`src/rtl/axi_ic_pkg.sv`:
```
// rtl/axi_ic_pkg.sv - shared widths and types for the AXI interconnect write path
package axi_ic_pkg;
  localparam int AXI_M  = 2;
  localparam int AXI_S  = 2;
  localparam int ID_W   = 4;
  localparam int ADDR_W = 32;
  localparam int LEN_W  = 4;

  // Index width that stays at least 1 bit for single-entry fabrics.
  function automatic int idx_w(input int n);
    return (n > 1) ? $clog2(n) : 1;
  endfunction

  localparam int SEL_W  = idx_w(AXI_S);
  localparam int MSEL_W = idx_w(AXI_M);

  typedef struct packed {
    logic [SEL_W-1:0] slave;
    logic [LEN_W-1:0] len;
  } mq_entry_t;
endpackage

```
`src/rtl/order_fifo.sv`:
```
// rtl/order_fifo.sv - small ordering FIFO with registered head, any depth >= 1
module order_fifo #(
  parameter int WIDTH = 1,
  parameter int DEPTH = 2,
  localparam int CNT_W = $clog2(DEPTH + 1)
) (
  input  logic             clk,
  input  logic             clr,
  input  logic             push,
  input  logic [WIDTH-1:0] push_data,
  input  logic             pop,
  output logic             full,
  output logic             empty,
  output logic [WIDTH-1:0] head,
  output logic [CNT_W-1:0] count
);
  localparam int PTR_W = (DEPTH > 1) ? $clog2(DEPTH) : 1;
  localparam logic [PTR_W-1:0] LAST     = PTR_W'(DEPTH - 1);
  localparam logic [CNT_W-1:0] FULL_CNT = CNT_W'(DEPTH);

  logic [WIDTH-1:0] mem [DEPTH];
  logic [PTR_W-1:0] rd_ptr;
  logic [PTR_W-1:0] wr_ptr;
  logic             do_push;
  logic             do_pop;

  assign full    = (count == FULL_CNT);
  assign empty   = (count == '0);
  assign head    = mem[rd_ptr];
  assign do_push = push && !full;
  assign do_pop  = pop && !empty;

  // Explicit wrap so non-power-of-2 depths never index past the last slot.
  function automatic logic [PTR_W-1:0] bump(input logic [PTR_W-1:0] p);
    return (p == LAST) ? '0 : p + 1'b1;
  endfunction

  always_ff @(posedge clk) begin
    if (clr) begin
      rd_ptr <= '0;
      wr_ptr <= '0;
      count  <= '0;
    end else begin
      if (do_push) wr_ptr <= bump(wr_ptr);
      if (do_pop)  rd_ptr <= bump(rd_ptr);
      if (do_push && !do_pop)      count <= count + 1'b1;
      else if (!do_push && do_pop) count <= count - 1'b1;
    end
  end

  always_ff @(posedge clk) begin
    if (do_push) mem[wr_ptr] <= push_data;
  end
endmodule

```
`src/rtl/write_data_scheduler.sv`:
```
// rtl/write_data_scheduler.sv - W-channel ordering per master and per slave; WLEN_CHECK_EN adds burst length checking
module write_data_scheduler
  import axi_ic_pkg::*;
#(
  parameter int M = AXI_M,
  parameter int S = AXI_S,
  parameter int NUM_OUTSTANDING_TRANS = 2,
  localparam int SLV_W = idx_w(S)
) (
  input  logic               clk,
  input  logic               clr,
  input  logic [M-1:0]       aw_fire_f,
  input  logic [M*SLV_W-1:0] aw_sel_f,
  input  logic [M*4-1:0]     aw_len_f,
  output logic [M-1:0]       aw_space_f,
  input  logic [M-1:0]       w_fire_f,
  input  logic [M-1:0]       w_last_f,
  output logic [M-1:0]       W_grant_f,
  output logic [M*SLV_W-1:0] W_sel_f,
  output logic [M-1:0]       w_len_err_f
);
  localparam int MST_W = idx_w(M);
  localparam int NS    = 1 << SLV_W;
  localparam int CNT_W = $clog2(NUM_OUTSTANDING_TRANS + 1);
`ifdef WLEN_CHECK_EN
  localparam int MQ_W  = SLV_W + LEN_W;
`else
  localparam int MQ_W  = SLV_W;
`endif

  logic [SLV_W-1:0] aw_sel   [M];
  logic [SLV_W-1:0] head_slv [M];
  logic [MQ_W-1:0]  mq_din   [M];
  logic [MQ_W-1:0]  mq_head  [M];
  logic [M-1:0]     mq_push;
  logic [M-1:0]     mq_pop;
  logic [M-1:0]     mq_full;
  logic [M-1:0]     mq_empty;
  logic [CNT_W-1:0] mq_cnt_unused [M];

  // Slave-side views padded to a power of two so an unused select reads as full/empty.
  logic [MST_W-1:0] sq_din    [S];
  logic [S-1:0]     sq_push;
  logic [S-1:0]     sq_pop;
  logic [NS-1:0]    sq_full_x;
  logic [NS-1:0]    sq_empty_x;
  logic [MST_W-1:0] sq_head_x [NS];
  logic [CNT_W-1:0] sq_cnt_unused [S];

  for (genvar m = 0; m < M; m++) begin : g_mst
    assign aw_sel[m]   = aw_sel_f[m*SLV_W +: SLV_W];
    assign head_slv[m] = mq_head[m][MQ_W-1 -: SLV_W];

    assign aw_space_f[m] = !mq_full[m] && !sq_full_x[aw_sel[m]];
    assign mq_push[m]    = aw_fire_f[m] && aw_space_f[m];

    assign W_grant_f[m] = !mq_empty[m] && !sq_empty_x[head_slv[m]]
                          && (sq_head_x[head_slv[m]] == MST_W'(m));
    assign W_sel_f[m*SLV_W +: SLV_W] = W_grant_f[m] ? head_slv[m] : '0;
    assign mq_pop[m] = w_fire_f[m] && w_last_f[m] && W_grant_f[m];

`ifdef WLEN_CHECK_EN
    logic [LEN_W-1:0] beat_cnt;
    logic             len_err;

    assign mq_din[m]      = {aw_sel[m], aw_len_f[m*4 +: 4]};
    assign w_len_err_f[m] = len_err;

    // Beat index within the current burst; the last beat must land exactly on AWLEN.
    always_ff @(posedge clk) begin
      if (clr) begin
        beat_cnt <= '0;
        len_err  <= 1'b0;
      end else begin
        len_err <= 1'b0;
        if (w_fire_f[m] && W_grant_f[m]) begin
          if (w_last_f[m]) begin
            len_err  <= (beat_cnt != mq_head[m][LEN_W-1:0]);
            beat_cnt <= '0;
          end else begin
            len_err  <= (beat_cnt == mq_head[m][LEN_W-1:0]);
            beat_cnt <= beat_cnt + 1'b1;
          end
        end
      end
    end
`else
    assign mq_din[m]      = aw_sel[m];
    assign w_len_err_f[m] = 1'b0;
`endif

    order_fifo #(
      .WIDTH (MQ_W),
      .DEPTH (NUM_OUTSTANDING_TRANS)
    ) u_mq (
      .clk       (clk),
      .clr       (clr),
      .push      (mq_push[m]),
      .push_data (mq_din[m]),
      .pop       (mq_pop[m]),
      .full      (mq_full[m]),
      .empty     (mq_empty[m]),
      .head      (mq_head[m]),
      .count     (mq_cnt_unused[m])
    );
  end

`ifndef WLEN_CHECK_EN
  logic len_unused;
  assign len_unused = ^aw_len_f;
`endif

  always_comb begin
    for (int s = 0; s < S; s++) begin
      sq_push[s] = 1'b0;
      sq_pop[s]  = 1'b0;
      sq_din[s]  = '0;
      for (int m = 0; m < M; m++) begin
        if (mq_push[m] && aw_sel[m] == SLV_W'(s)) begin
          sq_push[s] = 1'b1;
          sq_din[s]  = MST_W'(m);
        end
        if (mq_pop[m] && head_slv[m] == SLV_W'(s)) sq_pop[s] = 1'b1;
      end
    end
  end

  for (genvar s = 0; s < S; s++) begin : g_slv
    order_fifo #(
      .WIDTH (MST_W),
      .DEPTH (NUM_OUTSTANDING_TRANS)
    ) u_sq (
      .clk       (clk),
      .clr       (clr),
      .push      (sq_push[s]),
      .push_data (sq_din[s]),
      .pop       (sq_pop[s]),
      .full      (sq_full_x[s]),
      .empty     (sq_empty_x[s]),
      .head      (sq_head_x[s]),
      .count     (sq_cnt_unused[s])
    );
  end

  for (genvar s = S; s < NS; s++) begin : g_pad
    assign sq_full_x[s]  = 1'b1;
    assign sq_empty_x[s] = 1'b1;
    assign sq_head_x[s]  = '0;
  end

  // The write arbiter never grants one slave to two masters, and the crossbar
  // only forwards beats for a granted master.
  logic aw_collide;
  always_comb begin
    aw_collide = 1'b0;
    for (int a = 0; a < M; a++) begin
      for (int b = a + 1; b < M; b++) begin
        if (aw_fire_f[a] && aw_fire_f[b] && aw_sel[a] == aw_sel[b]) aw_collide = 1'b1;
      end
    end
  end

  always_ff @(posedge clk) begin
    if (!clr) begin
      assert (!aw_collide);
      assert ((w_fire_f & ~W_grant_f) == '0);
    end
  end
endmodule

```
`config.mk`:
```
export PLATFORM = sky130hd
export DESIGN_NAME = write_data_scheduler
export DESIGN_NICKNAME = d
export VERILOG_FILES = /design/src/rtl/axi_ic_pkg.sv /design/src/rtl/order_fifo.sv /design/src/rtl/write_data_scheduler.sv
export SDC_FILE = /design/constraint.sdc
export NUM_CORES = 1
export LEC_CHECK = 0
export CELL_PAD_IN_SITES_DETAIL_PLACEMENT = 1
export CELL_PAD_IN_SITES_GLOBAL_PLACEMENT = 1
export CORE_MARGIN = 3
export CORE_UTILIZATION = 35
export CTS_CLUSTER_DIAMETER = 30
export DETAILED_ROUTE_END_ITERATION = 16
export GPL_ROUTABILITY_DRIVEN = 0
export PLACE_DENSITY_LB_ADDON = 0.1
export RECOVER_POWER = 100
export SLEW_MARGIN = 25
export SYNTH_ARGS = -nofsm -noshare
export SYNTH_HDL_FRONTEND = slang
export SYNTH_HIERARCHICAL = 1
export SYNTH_SLANG_ARGS = --single-unit
```
`constraint.sdc`:
```
create_clock -name clk -period 2.1 [get_ports clk]
set_input_delay 0.42 -clock clk [delete_from_list [all_inputs] [get_ports clk]]
set_output_delay 0.42 -clock clk [all_outputs]
set_load 0.05 [all_outputs]
```
==> results.md <==
Run status:
- The flow ran to the end, but the final reports show violations.
- The final reports fail on setup timing.

Cells and area:
- In the final design database the tool counted 218 nets.
- In the final layout, the share of cells above drive strength 1 is 42.56%.
- From synthesis to final layout, the design area changed by 57.12%.
- The antenna diode instance count is 0.
- The fraction of the core area covered by cells at the end of the flow is ~58%.
- The final non-filler cell area is 2141 sq um.

Synthesis:
- The unique cell type count in the Yosys netlist is 22.
- By instance count, the leading cell after synthesis is nor2_1.
- After synthesis, the largest area contributor takes up 29.38% of total cell area.
- The count of mapped cells out of synthesis is roughly 150.
- The share of the Yosys chip area taken by registers is 47.02%.
- Summed over all instances, the cell type with the most area after synthesis is dfxtp_1.
- The most used flip-flop cell after synthesis is dfxtp_1.
- The synthesis-stage register bit count is 28.
- The cell area that synthesis handed to floorplanning was roughly 1400 sq um.
- The commonest cells after synthesis are nor2_1, dfxtp_1, a21oi_1, o21ai_0, xor2_1.
- In this run, synthesis inferred 8 flip-flops with an integrated enable.
- Each instance of the synthesized netlist takes up on average about 9.4 sq um.
- Of all flip-flops after synthesis, the portion carrying an async set or reset was 0%.
- After synthesis, the cell types taking the most area are dfxtp_1, edfxtp_1, xor2_1, nor2_1, a21oi_1.
- The count of warnings emitted by yosys is 6.

Routing:
- The top layer used by detailed routing is met4.
- In the final routed layout, each cell accounts on average for 15.41 microns.
- The total detailed-routing wirelength is ~3700 microns.
- After detailed routing, the number of remaining DRC violations is 0.
- Dividing the detail-routed via count by the number of cells gives 4.942.
- The detail route stage leaves a number of antenna-violating nets equal to 0.
- The number of DRC markers after the initial detailed-route iteration is 19.
- The met2 wire length is 2055 microns.
- Before antenna repair, the detailed router went through 3 iterations.
- The via count is 1201.
- The met3 wire length is 91 microns.
- The met1 routed wirelength after detailed routing is 1545 microns.

STA:
- Setup repair after global routing could not meet its margin everywhere.
- The final setup violation count is 6.
- Static timing analysis puts the maximum clock frequency at roughly 440 MHz.
- The portion of the clock cycle consumed by the worst path in the final layout is 107.0%.
- The number of max-slew violations in the final report is 0.
- The hold violation total from the final report is 0.
- The routed design could run at a clock period as short as 2247 ps.
- In the post-route analysis, the smallest setup slack over all paths is -147.2 ps.
- On the final layout, the worst clock skew is 6.839 ps.

Clocking:
- The clock-pin transition on the worst setup and hold timing paths is 100 ps.
- The clock tree from TritonCTS is yes.
- The maximum buffer depth of the clock tree is 2.
- Buffers inserted to repair hold after CTS numbered 0.
- For the worst-skew pair, the clock arrives at the later sink with an insertion delay of 280 ps.
- The tree is rooted in a clkbuf_8.
- The total clock buffers created by CTS is 3.
- The number of H-tree branching levels is 1.
- The number of sinks on the clock net is 28.

Worst setup path:
- The worst setup path is launched from a flip-flop.
- The element type at the critical path end is a primary output.
- STA puts the critical path data required time at 1680 ps.
- The largest fanout of any net on the critical path is 3.
- For this run, the slowest stage of the critical path takes 420 ps.
- The worst reg-to-reg setup slack is -130 ps.
- The kind of cell adding the most delay to the critical path is simple AND/OR/NAND/NOR gates.
- The critical path arrival is 1830 ps.
- The slowest stage of the critical path belongs to the cell or3b_4.
- The number of buffer and inverter stages on the critical path is 2.
- The critical path in this run is classified as reg2out.
- Walking the worst path, the cells encountered are mux2_4 -> or3b_4 -> buf_6 -> a21oi_4 -> buf_12.

Floorplanning:
- The die is 68.40 microns wide.
- Once the floorplan was initialized, standard cells occupied 36.67% of the core.
- The die covers 4678 sq um.
- The region available for standard cell placement spans 3716 sq um.
- 26 I/O pins were placed.
- In this run the core area contains 22 standard-cell rows.
- Measured along the y axis, the die boundary spans 68.40 microns.

GRT:
- The first global-routing pass estimated 6016 microns of wire.
- Entering global routing, the biggest net connects 21 pins.
- Global routing finished with a remaining overflow of 0.
- The initial antenna violation count is 0.
- The overall track demand over capacity in global routing is 17.55%.
- The via count of the first global-routing pass is between 1000 and 1500.

Pwr:
- The peak supply drop is 0.6541 mV.
- In this run the power density over the cells is 1271 nW/um^2.
- The cell leakage power is about 0.00084 uW.

Place:
- Summed over all nets, the half-perimeter wirelength after detailed placement is 2675 microns.
- Buffers placed on the I/O ports in this run total 15.
- The placed cell area is 1857 sq um.

Job:
- The tool flagged a number of max-cap violations equal to 0.

Min path:
- The worst hold path belongs to the class reg2reg.
-- report_power, final --
| group | leakage, uW | switching, uW | internal, uW | total [uW] |
|---|---|---|---|---|
| Clock | 0.0000288 | 173 | 168 | 341 |
| Combinational | 0.000575 | 782 | 756 | 1540 |
| Sequential | 0.000240 | 137 | 705 | 842 |
| Total | 0.000844 | 1090 | 1630 | 2720 |
-- per-stage QoR --
stage | power [uW] | instances | TNS, ps | worst slack, ps | hold slack, ps
5_1_grt | 2926 | 243 | -1541 | -215.8 | 522.7
4_1_cts | 2609 | 245 | -817.5 | -125.7 | 493.5
3_5_place_dp | 2129 | 235 | -3583 | -438.7 | 476.9
3_3_place_gp | 2041 | 235 | -2617 | -330.1 | 465.9
6_report | 2722 | 243 | -632.3 | -147.2 | 494.6
2_1_floorplan | 1536 | 146 | 0 | 2.865 | 451.6
-- worst register-to-register path, stage by stage, from the launching register on --
cell and delay [ps]:
edfxtp_1 370, mux2_4 290, or3b_4 410, a21oi_4 170, o21ai_2 100, ha_4 170, xor2_1 150, or3_4 350
a21oi_2 150
-- path summary, 6_finish.rpt --
path,from,to,cells past startpoint
setup / recovery,g_slv[1].u_sq/mem[0],W_grant_f[0],5
hold / removal,g_mst[0].u_mq/wr_ptr,g_mst[0].u_mq/wr_ptr,2
setup reg to reg,g_mst[1].u_mq/mem[0],g_mst[1].u_mq/count[1],8
hold reg to reg,g_mst[0].u_mq/wr_ptr,g_mst[0].u_mq/wr_ptr,2
-- cell usage in the layout (no fill, tap or decap), types with 3 or more instances in the layout --
cell type / instances
a21oi_4: 4
nand3b_1: 3
or3_1: 7
dfxtp_1: 15
o21ai_2: 4
inv_1: 9
a21oi_2: 3
clkbuf_8: 4
nand2b_1: 4
mux2_4: 3
a21oi_1: 7
buf_4: 25
edfxtp_1: 8
nor2b_2: 4
buf_6: 5
buf_12: 6
xor2_1: 9
o21ai_0: 7
and2_1: 4
xor2_2: 3
dfxtp_2: 5
nor2_1: 20
clkdlybuf4s50_1: 8
-- routing by layer --
metal | track usage (%) | vias to the layer above
li1 | - | 594
met1 | 20.44 | 590
met2 | 31.94 | 12
met3 | 2.956 | 5
met4 | 5.955 | 0
met5 | 0 | -
-- repair_timing --
action,CTS,global route
pin swaps,8,8
setup buffers,6,1
setup endpoints to repair,13,15
gates resized for setup,29,19
cloned,0,0
-- layout make-up --
class                      count  area [sq um]
tap                           48         60.06
timing repair buffer          47         464.2
sequential                    28         646.9
fill                         425          1575
multi-input combinational    106         877.1
inverter                      10         37.54
clock buffer                   4         55.05
-- cells by family after synthesis --
family / synth area share, %
DFF: 47.02
adders and majority gates: 3.673
AOI/OAI and AO/OA: 12.49
muxes: 3.306
buffers and inverters: 3.857
xor gates and xnor gates: 7.713
other: 0.2752
and+or+nand+nor: 21.67
Note: power is estimated with default switching activity, not from simulation.
